<file path="src/rtl/saat_kontrol.sv">
// Run/stop and time-set controller for the HH:MM:SS:cc clock: 100 Hz tick,
// debounced buttons, STOP/RUN/SET_HOUR/SET_MIN FSM, BCD edit registers, blink mask.

module saat_kontrol_btn (
  input  logic clk,
  input  logic reset,
  input  logic btn_i,
  input  logic smp_i,
  output logic ev_o
);
  logic sync1_q, sync2_q, smp_q, ev_q;

  // Level is only looked at on the tick, which is what debounces it.
  always_ff @(posedge clk) begin
    if (reset) begin
      sync1_q <= 1'b0;
      sync2_q <= 1'b0;
      smp_q   <= 1'b0;
      ev_q    <= 1'b0;
    end else begin
      sync1_q <= btn_i;
      sync2_q <= sync1_q;
      if (smp_i) begin
        smp_q <= sync2_q;
        ev_q  <= sync2_q & ~smp_q;
      end else begin
        ev_q  <= 1'b0;
      end
    end
  end

  assign ev_o = ev_q;
endmodule

module saat_kontrol #(
  parameter int CLK_HZ      = 50000000,
  parameter int TICK_HZ     = 100,
  parameter int BLINK_TICKS = 25
) (
  input  logic       clk,
  input  logic       reset,
  input  logic       start,
  input  logic       mode_btn,
  input  logic       inc_btn,
  input  logic [1:0] cur_saat1,
  input  logic [3:0] cur_saat0,
  input  logic [2:0] cur_dakika1,
  input  logic [3:0] cur_dakika0,
  output logic       tick_en,
  output logic       load,
  output logic [1:0] set_saat1,
  output logic [3:0] set_saat0,
  output logic [2:0] set_dakika1,
  output logic [3:0] set_dakika0,
  output logic [3:0] blank_mask,
  output logic       running,
  output logic [1:0] mode
);
  localparam int DIV     = CLK_HZ / TICK_HZ;
  localparam int PW      = $clog2(DIV);
  localparam int BW      = (BLINK_TICKS > 1) ? $clog2(BLINK_TICKS) : 1;
  localparam int NUM_BTN = 3;
  localparam logic [PW-1:0] PTERM = PW'(DIV - 1);
  localparam logic [BW-1:0] BTERM = BW'(BLINK_TICKS - 1);

  typedef enum logic [1:0] {
    ST_STOP = 2'd0,
    ST_RUN  = 2'd1,
    ST_HOUR = 2'd2,
    ST_MIN  = 2'd3
  } state_t;

  state_t        state_q, state_d;
  logic [PW-1:0] presc_q, presc_d;
  logic [BW-1:0] blk_q, blk_d;
  logic          ph_q, ph_d;
  logic [1:0]    h1_q, h1_d;
  logic [3:0]    h0_q, h0_d;
  logic [2:0]    m1_q, m1_d;
  logic [3:0]    m0_q, m0_d;
  logic          tick_q, tick_d;
  logic          load_q, load_d;
  logic          run_q, run_d;
  logic [3:0]    mask_q, mask_d;
  logic          wrap, blk_clr;
  logic          ev_start, ev_mode, ev_inc;
  logic [NUM_BTN-1:0] btn_raw, btn_ev;

  assign wrap    = (presc_q == PTERM);
  assign btn_raw = {inc_btn, mode_btn, start};

  for (genvar g = 0; g < NUM_BTN; g++) begin : g_btn
    saat_kontrol_btn u_btn (
      .clk   (clk),
      .reset (reset),
      .btn_i (btn_raw[g]),
      .smp_i (wrap),
      .ev_o  (btn_ev[g])
    );
  end

  // mode beats start/inc when they land in the same sample
  assign ev_mode  = btn_ev[1];
  assign ev_start = btn_ev[0] & ~btn_ev[1];
  assign ev_inc   = btn_ev[2] & ~btn_ev[1];

  always_comb begin
    state_d = state_q;
    h1_d    = h1_q;
    h0_d    = h0_q;
    m1_d    = m1_q;
    m0_d    = m0_q;
    load_d  = 1'b0;
    blk_clr = 1'b0;
    case (state_q)
      ST_STOP, ST_RUN: begin
        if (ev_mode) begin
          state_d = ST_HOUR;
          h1_d    = cur_saat1;
          h0_d    = cur_saat0;
          m1_d    = cur_dakika1;
          m0_d    = cur_dakika0;
          blk_clr = 1'b1;
        end else if (ev_start) begin
          state_d = (state_q == ST_STOP) ? ST_RUN : ST_STOP;
        end
      end
      ST_HOUR: begin
        if (ev_mode) begin
          state_d = ST_MIN;
          blk_clr = 1'b1;
        end else if (ev_inc) begin
          blk_clr = 1'b1;
          if ((h1_q > 2'd2) || (h1_q == 2'd2 && h0_q >= 4'd3)) begin
            h1_d = 2'd0;
            h0_d = 4'd0;
          end else if (h0_q >= 4'd9) begin
            h1_d = h1_q + 2'd1;
            h0_d = 4'd0;
          end else begin
            h0_d = h0_q + 4'd1;
          end
        end
      end
      ST_MIN: begin
        if (ev_mode) begin
          state_d = ST_RUN;
          load_d  = 1'b1;
        end else if (ev_inc) begin
          blk_clr = 1'b1;
          if ((m1_q > 3'd5) || (m1_q == 3'd5 && m0_q >= 4'd9)) begin
            m1_d = 3'd0;
            m0_d = 4'd0;
          end else if (m0_q >= 4'd9) begin
            m1_d = m1_q + 3'd1;
            m0_d = 4'd0;
          end else begin
            m0_d = m0_q + 4'd1;
          end
        end
      end
      default: state_d = ST_STOP;
    endcase

    // Prescaler restarts with the load so the first tick lands a full period later.
    if (load_d || wrap) presc_d = '0;
    else                presc_d = presc_q + PW'(1);

    blk_d = blk_q;
    ph_d  = ph_q;
    if (blk_clr) begin
      blk_d = '0;
      ph_d  = 1'b0;
    end else if (wrap) begin
      if (blk_q == BTERM) begin
        blk_d = '0;
        ph_d  = ~ph_q;
      end else begin
        blk_d = blk_q + BW'(1);
      end
    end

    tick_d = wrap && (state_d == ST_RUN);
    run_d  = (state_d == ST_RUN);
    case (state_d)
      ST_HOUR: mask_d = {ph_d, ph_d, 2'b00};
      ST_MIN:  mask_d = {2'b00, ph_d, ph_d};
      default: mask_d = 4'b0000;
    endcase
  end

  always_ff @(posedge clk) begin
    if (reset) begin
      state_q <= ST_STOP;
      presc_q <= '0;
      blk_q   <= '0;
      ph_q    <= 1'b0;
      h1_q    <= '0;
      h0_q    <= '0;
      m1_q    <= '0;
      m0_q    <= '0;
      tick_q  <= 1'b0;
      load_q  <= 1'b0;
      run_q   <= 1'b0;
      mask_q  <= '0;
    end else begin
      state_q <= state_d;
      presc_q <= presc_d;
      blk_q   <= blk_d;
      ph_q    <= ph_d;
      h1_q    <= h1_d;
      h0_q    <= h0_d;
      m1_q    <= m1_d;
      m0_q    <= m0_d;
      tick_q  <= tick_d;
      load_q  <= load_d;
      run_q   <= run_d;
      mask_q  <= mask_d;
    end
  end

  assign tick_en     = tick_q;
  assign load        = load_q;
  assign set_saat1   = h1_q;
  assign set_saat0   = h0_q;
  assign set_dakika1 = m1_q;
  assign set_dakika0 = m0_q;
  assign blank_mask  = mask_q;
  assign running     = run_q;
  assign mode        = state_q;
endmodule

</file>
<file path="config.mk">
export PLATFORM = sky130hd
export DESIGN_NAME = saat_kontrol
export DESIGN_NICKNAME = d
export VERILOG_FILES = /design/src/rtl/saat_kontrol.sv
export SDC_FILE = /design/constraint.sdc
export NUM_CORES = 1
export LEC_CHECK = 0
export CAP_MARGIN = 5
export CORE_AREA = 2 2 67 94
export CTS_BUF_LIST = sky130_fd_sc_hd__clkbuf_8
export DETAILED_ROUTE_END_ITERATION = 12
export DIE_AREA = 0 0 69 96
export DONT_BUFFER_PORTS = 1
export PLACE_DENSITY_LB_ADDON = 0.08
export SYNTH_ARGS = -nofsm -noshare
export SYNTH_HDL_FRONTEND = slang
export SYNTH_SLANG_ARGS = --single-unit
</file>
<file path="constraint.sdc">
create_clock -name clk -period 4 [get_ports clk]
set_input_delay 1.2 -clock clk [delete_from_list [all_inputs] [get_ports clk]]
set_output_delay 1.2 -clock clk [all_outputs]
set_load 0.03 [all_outputs]
</file>
==> results.txt, run 1 <==
The total setup violations reported at the end of the flow came out at 0. The relative contribution of the clock network to total power came out at 45.2%. The H-tree level count came out at 3.

The detailed-route DRC error count came out at 0. The leakage power summed over all cells came out at 1.106 nW. The arrival time of data at the critical path endpoint is 1.21 ns. Global routing used between 10% and 20% of the available tracks across all layers. The number of nets at the end of the flow came out at 350. The worst setup path is captured at an output port. The tool flagged a number of max-cap violations equal to 0.

The HPWL reported at the end of detailed placement is 4.370 mm. The core region is approximately 0.0058 mm2. The proportion of total power due to net switching came out at 21.02%. The startpoint type of the worst setup path is a register.

The number of setup buffers added after CTS is 0. The initial antenna violation count is 0. In this run the core area contains 33 standard-cell rows. The placer's final routability congestion estimate came out at roughly 0.86.

The count of final hold-check violations came to 0. The first TritonRoute pass finished after 4 iterations. The top-area cell type share of the netlist area is between 30 and 40%.

The worst path uses 60.23% of the clock period. The via count of the first global-routing pass was between 2,000 and 2,500. The synthesized design contains 57 register bits.

The tree is rooted in a sky130_fd_sc_hd__clkbuf_8. The critical path in this run is classified as register to output port. The die area is 0.006624 mm2. Entering global routing, the biggest net connects 33 pins. Per report_power, the combinational group accounts for about 1.5% of the total. The initial cell density of the core came out at 51.15%. sky130_fd_sc_hd__dfxtp_1 is the most common cell in the netlist.

The floorplan die width is 69 um. The critical path data required time came out at about 2.8 ns. For this design the top-level I/O count stands at 40.

The post-route worst setup slack came out at 1.591 ns. The register-to-register setup slack came out at 1.77 ns. The total congestion overflow after global routing came out at 0. The internal power contribution is 0.8564 mW.

The number of buffers between clock root and the deepest sink is 2. The area growth from synthesis to layout is 5.417%. The startpoint identified for the worst hold timing path is g_btn[0].u_btn.smp_q.

The DRC marker count from the first detailed-route iteration came out at 92. Setup repair after global routing left no endpoint under its margin. The CTS buffer count came out at 9. The logic depth of the worst register-to-register path is 6. Across the VDD grid, the largest voltage drop is 291.1 uV.

The switching power came out at 0.2280 mW. The slew at the pin closest to its max-slew limit came out at 0.8512 ns. The detail-routed via count per cell is 6.003. The number of different library cells in the post-synthesis netlist is 68. The number of warnings issued by yosys came out at 0. The start point of the critical path is mode[1].

In this run the worst setup path terminates at mode[1]. Of the total power, registers draw 53.2%. The post-synthesis instance total came out at 326.

Once the clock tree was built, the resizer swapped 0 gates to a different size. The number of synthesized flops with an enable pin came out at 0. The global-route wire length before repair is 10.29 mm. The number of nets with antenna violations after routing is 0. The clock-pin transition on the worst setup and hold timing paths is 0.06 ns. The async set-or-reset flop fraction in the synthesized netlist is 0%. Sequential elements use 38.60% of the synthesized area. For this run, the leading register cell type out of synthesis is sky130_fd_sc_hd__dfxtp_1.

The number of slew-limit violations in the final report is 0. TritonCTS built the clock tree. The routed wire length per instance is 15.33 um. The fmax is 0.4150 GHz. The clock sink count came out at 57.

The biggest fanout along the worst timing path is 18. The total via count in the routed design came out at 2,365. The launching point of the worst reg2reg path is set_dakika0[1]. By count the netlist is led by sky130_fd_sc_hd__dfxtp_1, sky130_fd_sc_hd__nor2_1, sky130_fd_sc_hd__nand3_1, sky130_fd_sc_hd__a21oi_1, sky130_fd_sc_hd__inv_1. Sorting the synthesized cells by area gives the leading types as sky130_fd_sc_hd__dfxtp_1, sky130_fd_sc_hd__ha_1, sky130_fd_sc_hd__nor2_1. In the final layout, the share of cells above drive strength 1 is 10.49%.

The latest clock arrival within the worst-skew pair is 0.33 ns. On the final layout, the worst clock skew is 0.007788 ns. In this run the number of cells on the critical path is 0. After routing, the total negative slack on setup checks comes to 0 ns. Dividing the synthesized area by the synthesized cell count gives 9.069 um2. The count of antenna diodes in the layout is 0.

After the flow finishes, the layout carries non-filler instances totaling 394. The worst-case setup slack after placement is 1.747 ns. The relative max-transition margin came out at 43.17%. The flow ran to the end, and the final reports show no timing, DRC or antenna violations.

The post-placement cell count came out at 379. The worst hold path class is register to register. The total routed wirelength came out at a little over 6 mm. The mapped cell area is 0.002957 mm2. The final period demand of the worst path is about 2.4 ns.

The floorplan die height came out at 96 um. Summed over all instances, the cell type with the most area after synthesis is sky130_fd_sc_hd__dfxtp_1. Input and output buffers added on the ports amount to 0. The net count of the mapped netlist is between 300 and 400.

In this run the critical register-to-register path is captured at set_dakika1[2]. The hold buffer count at cts came out at 0. Dividing total power by cell area gives a power density of 347.9 mW/mm2.
==> stage by stage <==
stage	total power [mW]	area [um2]	hold WS [ns]	util, %
final	1.084	3117	0.4139	53.92
after detailed placement	0.6068	2940	0.4074	50.87
after global routing	1.131	3117	0.4339	53.92
after floorplan	0.6061	2957	0.3927	-
after global placement	0.6067	2940	0.4042	50.87
after CTS	1.102	3117	0.4180	53.92
==> worst min path at each step <==
stage | to | slack, ns | cells past startpoint
6_report | g_btn[0].u_btn.ev_o | 0.41 | 1
5_1_grt | g_btn[2].u_btn.ev_o | 0.43 | 1
4_1_cts | g_btn[0].u_btn.ev_o | 0.42 | 1
3_5_place_dp | g_btn[0].u_btn.ev_o | 0.41 | 1
3_3_place_gp | g_btn[0].u_btn.ev_o | 0.40 | 1
2_1_floorplan | g_btn[0].u_btn.ev_o | 0.39 | 1
==> power groups by stage <==
stage | logic [mW] | clock network, mW | registers, mW
global placement | 0.0168 | 0 | 0.590
floorplan | 0.0176 | 0 | 0.588
CTS | 0.0171 | 0.508 | 0.577
detailed placement | 0.0172 | 0 | 0.590
finish | 0.0168 | 0.490 | 0.577
global route | 0.0189 | 0.534 | 0.578
==> area by class of cell <==
type | count | area [um2]
fillers | 561 | 2664
multi-input cells | 236 | 1652
flip-flops and latches | 57 | 1141
clock buffers | 9 | 123.9
well taps | 70 | 87.58
inverters | 16 | 60.06
clock inverters | 6 | 52.55
==> routing by layer <==
layer / GRT usage [%] / share of wire (%) / vias to the layer above
met1: 20.36 / 42 / 1132
met4: 10.13 / 2.3 / 0
met3: 5.131 / 3.5 / 14
met2: 35.90 / 52 / 40
met5: 0 / 0 / -
li1: - / - / 1179
==> cells by family after synthesis <==
kind of cell	share of synthesized area, %
and+or+nand+nor	27.51
AOI/OAI and AO/OA	17.69
DFF	38.59
buffers and inverters	5.544
xor gates and xnor gates	4.443
adders and majority gates	5.078
muxes	1.143
==> placed cells by master, fill, tap and decap left out, types with 3 or more instances in the layout <==
cell / count
sky130_fd_sc_hd__or3_1: 4
sky130_fd_sc_hd__inv_1: 18
sky130_fd_sc_hd__a211oi_1: 3
sky130_fd_sc_hd__nand2_1: 14
sky130_fd_sc_hd__nand3_1: 19
sky130_fd_sc_hd__clkinv_2: 3
sky130_fd_sc_hd__xnor2_1: 11
sky130_fd_sc_hd__a311oi_1: 3
sky130_fd_sc_hd__a32oi_1: 3
sky130_fd_sc_hd__nor2b_1: 10
sky130_fd_sc_hd__and3_1: 4
sky130_fd_sc_hd__clkbuf_8: 9
sky130_fd_sc_hd__nor2_1: 28
sky130_fd_sc_hd__nand4_1: 6
sky130_fd_sc_hd__nor4b_1: 4
sky130_fd_sc_hd__ha_1: 12
sky130_fd_sc_hd__xor2_1: 4
sky130_fd_sc_hd__o31a_1: 3
sky130_fd_sc_hd__nor4_1: 4
sky130_fd_sc_hd__nor3_1: 7
sky130_fd_sc_hd__a221oi_1: 3
sky130_fd_sc_hd__a21oi_1: 17
sky130_fd_sc_hd__or4_1: 3
sky130_fd_sc_hd__dfxtp_1: 57
sky130_fd_sc_hd__mux2_2: 3
sky130_fd_sc_hd__o31ai_1: 5
sky130_fd_sc_hd__nand4b_1: 3
sky130_fd_sc_hd__and2_1: 3
sky130_fd_sc_hd__nand2b_1: 5
sky130_fd_sc_hd__o21ai_0: 12
==> state kept, by name (all words and copies together), names as in the netlist <==
| register | flops |
|---|---|
| mode | 2 |
| set_dakika0 | 4 |
| set_dakika1 | 3 |
| ph_q | 1 |
| g_btn.u_btn.sync1_q | 3 |
| set_saat0 | 4 |
| set_saat1 | 2 |
| g_btn.u_btn.sync2_q | 3 |
| g_btn.u_btn.smp_q | 3 |
| tick_en | 1 |
| blk_q | 5 |
| running | 1 |
| blank_mask | 2 |
| g_btn.u_btn.ev_o | 3 |
| load | 1 |
| presc_q | 19 |
No activity file was read; power rests on OpenSTA's default activity.
==> run 2: changes to the inputs <==
clock period = 2.5 ns   (was 4 ns; I/O delays follow)
==> results.txt, run 2 (synthesis results as in run 1) <==
The number of nets at the end of the flow is 355. The largest registers in the layout are presc_q (19), blk_q (5). The floorplan has 33 rows. The library cell used most frequently in the layout, excluding fill and tap cells, is sky130_fd_sc_hd__dfxtp_1. The H-tree level count is 3.

The area occupied by registers came out at 0.001141 mm2. The worst stage delay on the critical path came out at between 0.4 and 0.5 ns. The number of optimization iterations in the first detailed-route pass is 4. The number of buffers inserted to repair setup after CTS is 0. The biggest fanout along the worst timing path came out at 5. The cell with the biggest individual delay on the critical path is sky130_fd_sc_hd__dfxtp_1. For hold timing, the worst endpoint is g_btn[2].u_btn.ev_o. The total setup violations reported at the end of the flow came out at 0.

In the final layout, the share of cells above drive strength 1 is 12.73%. For this configuration, the core starts out at a cell density of 51.15%. The count of final hold-check violations is 0.

The worst register-to-register path begins at set_dakika0[0]. The clock-pin transition on the worst setup and hold timing paths is around 0.06 ns. For this design the top-level I/O count stands at 40. The routed layout has 2,381 vias. For the worst setup path, the data required time is 2.73 ns.

The count of filler cells inserted in the layout is 533. The number of flip-flops under the largest register name is 19. In the layout the commonest cells are sky130_fd_sc_hd__dfxtp_1, sky130_fd_sc_hd__nor2_1, sky130_fd_sc_hd__nand3_1, sky130_fd_sc_hd__a21oi_1, sky130_fd_sc_hd__inv_1. The leakage power summed over all cells is 1.147 nW. Dividing total power by cell area gives a power density of 602.7 mW/mm2.

The core utilization of the finished layout came out at 55.48%. The worst setup path is launched from a register. The fmax is 0.4736 GHz. The hold buffer count at cts came out at 0. Across the VDD grid, the largest voltage drop is between 300 and 400 uV.

The final period demand of the worst path is 2.111 ns. The latest clock arrival within the worst-skew pair is 0.34 ns. The via count of the first global-routing pass came out at 2,320. The placeable core region is 0.005781 mm2. The slew at the pin closest to its max-slew limit is 0.5730 ns. On the final layout, the worst hold slack is approximately 0.41 ns. The max-cap check violation count came out at 0.

The completed layout was analyzed and its total power is 1.933 mW. The total of cells resized after clock tree synthesis is 0. For this run, design rule violations remaining after detail routing come to 0. The register containing the most flip-flops in the final layout is presc_q.

The synthesis-to-finish area growth came out at 8.464%. For this run, the total global-route usage over all layers was measured as between 20 and 25%. The number of nets with antenna violations after routing is 0.

The logic depth of the worst register-to-register path came out at 6. In the routed layout, each cell is associated on average with a via count of 5.953. Setup repair after global routing left no endpoint under its margin. At the worst endpoint, the arrival time is 2.34 ns. The number of cells traversed by the worst hold path came out at 1.

The count of antenna diodes in the layout came out at 0. The flow ran to the end, and the final reports show no timing, DRC or antenna violations. TritonCTS built the clock tree. The longest clock path from root to sink contains 2 buffers. The startpoint identified for the worst hold timing path is g_btn[2].u_btn.smp_q.

The total congestion overflow after global routing is 0. The kind of capture point of the worst setup path is a register. The floorplan die height is 96 um. The tightest min-delay check is of the register to register type.

The number of buffer cells added on primary ports came out at 0. Routability-driven placement finished with a final weighted congestion of 0.8183. The worst clock skew on the final layout is 0.007534 ns.

The global-route wire length before repair is 10.67 mm. The endpoint identified for the worst register-to-register timing path is set_dakika1[2]. The start point of the critical path is set_dakika0[0]. The relative max-transition margin came out at 61.75%. The startpoint-to-endpoint class of the critical path is register to register. The signal on the critical path passes through inv_1 > ha_1 > or3b_1 > a221oi_2 > nor2_1 > o2111a_1.

In the final layout, the multi-input gates occupy 0.001652 mm2. The total routed wirelength is 6.165 mm. The DRC marker count from the first detailed-route iteration came out at 166. After layout, the worst path uses between 80% and 90% of the clock period. The register-to-register setup slack came out at 0.39 ns.

In this run, CTS created clock tree buffers numbering 9. Once detailed placement completed, the half-perimeter wirelength came to 4.432 mm. The floorplan die width came out at 69 um.

Clock tree synthesis selected as its root buffer the cell sky130_fd_sc_hd__clkbuf_8. The die area is 0.006624 mm2. The maximum number of pins on one net before global-route repair came out at 33. The number of slew-limit violations in the final report is 0. Dividing the detail-routed wire length by the instance count gives approximately 15 um.

The sum of negative setup slack came out at 0 ns. The initial antenna violation count is 0. The clock sink count came out at 57.
==> run 2: cell types whose count changed in the layout (fill, tap and decap cells not counted), sizes merged <==
| cell | change |
|---|---|
| buf | +5 |
| clkbuf | +2 |
| inv | -2 |
| bufinv | +1 |
| clkinv | -1 |
| clkinvlp | +1 |
==> run 2: worst max path at each step <==
stage | slack (ns) | cells after the start | end
floorplan | 0.44 | 6 | set_dakika1[2]
global placement | 0.43 | 6 | set_dakika1[2]
global route | 0.18 | 6 | set_dakika1[2]
finish | 0.39 | 6 | set_dakika1[2]
CTS | 0.38 | 6 | set_dakika1[2]
detailed placement | 0.40 | 6 | set_dakika1[2]
==> run 2: per-layer routing <==
layer	routed length, um	GRT usage, %	up-vias
met5	0	0	-
met4	115	10.78	0
met3	217	4.607	9
met2	3155	36.22	60
met1	2676	21.71	1116
li1	-	-	1196
==> run 2: worst max-delay path, delay by kind of cell (launching register included) <==
kind / cells / cell delay, ns
and+or+nand+nor: 2 / 0.54
adders and majority gates: 1 / 0.16
AOI/OAI and AO/OA: 2 / 0.69
DFF: 1 / 0.45
buffers and inverters: 1 / 0.16
==> run 2: final cells by class <==
class / count / area share [%]
multi-input combinational: 236 / 51.50
sequential: 57 / 35.58
clock buffer: 11 / 4.721
tap: 70 / 2.731
clock inverter: 5 / 2.419
inverter: 16 / 1.873
timing repair buffer: 5 / 1.171
==> run 2: power breakdown <==
| part | internal, mW | switching (mW) | leakage, nW | total [mW] |
|---|---|---|---|---|
| Clock | 0.612 | 0.371 | 0.115 | 0.983 |
| Combinational | 0.0118 | 0.0151 | 0.571 | 0.0269 |
| Sequential | 0.917 | 0.00646 | 0.461 | 0.923 |
| Total | 1.54 | 0.393 | 1.15 | 1.93 |
==> run 2: stage by stage <==
step,instances,area (um2),worst slack (ns)
after floorplan,326,2957,0.4428
after global placement,384,2978,0.4288
after detailed placement,384,2978,0.4008
after CTS,400,3207,0.3849
after global routing,400,3207,0.1783
final,400,3207,0.3886
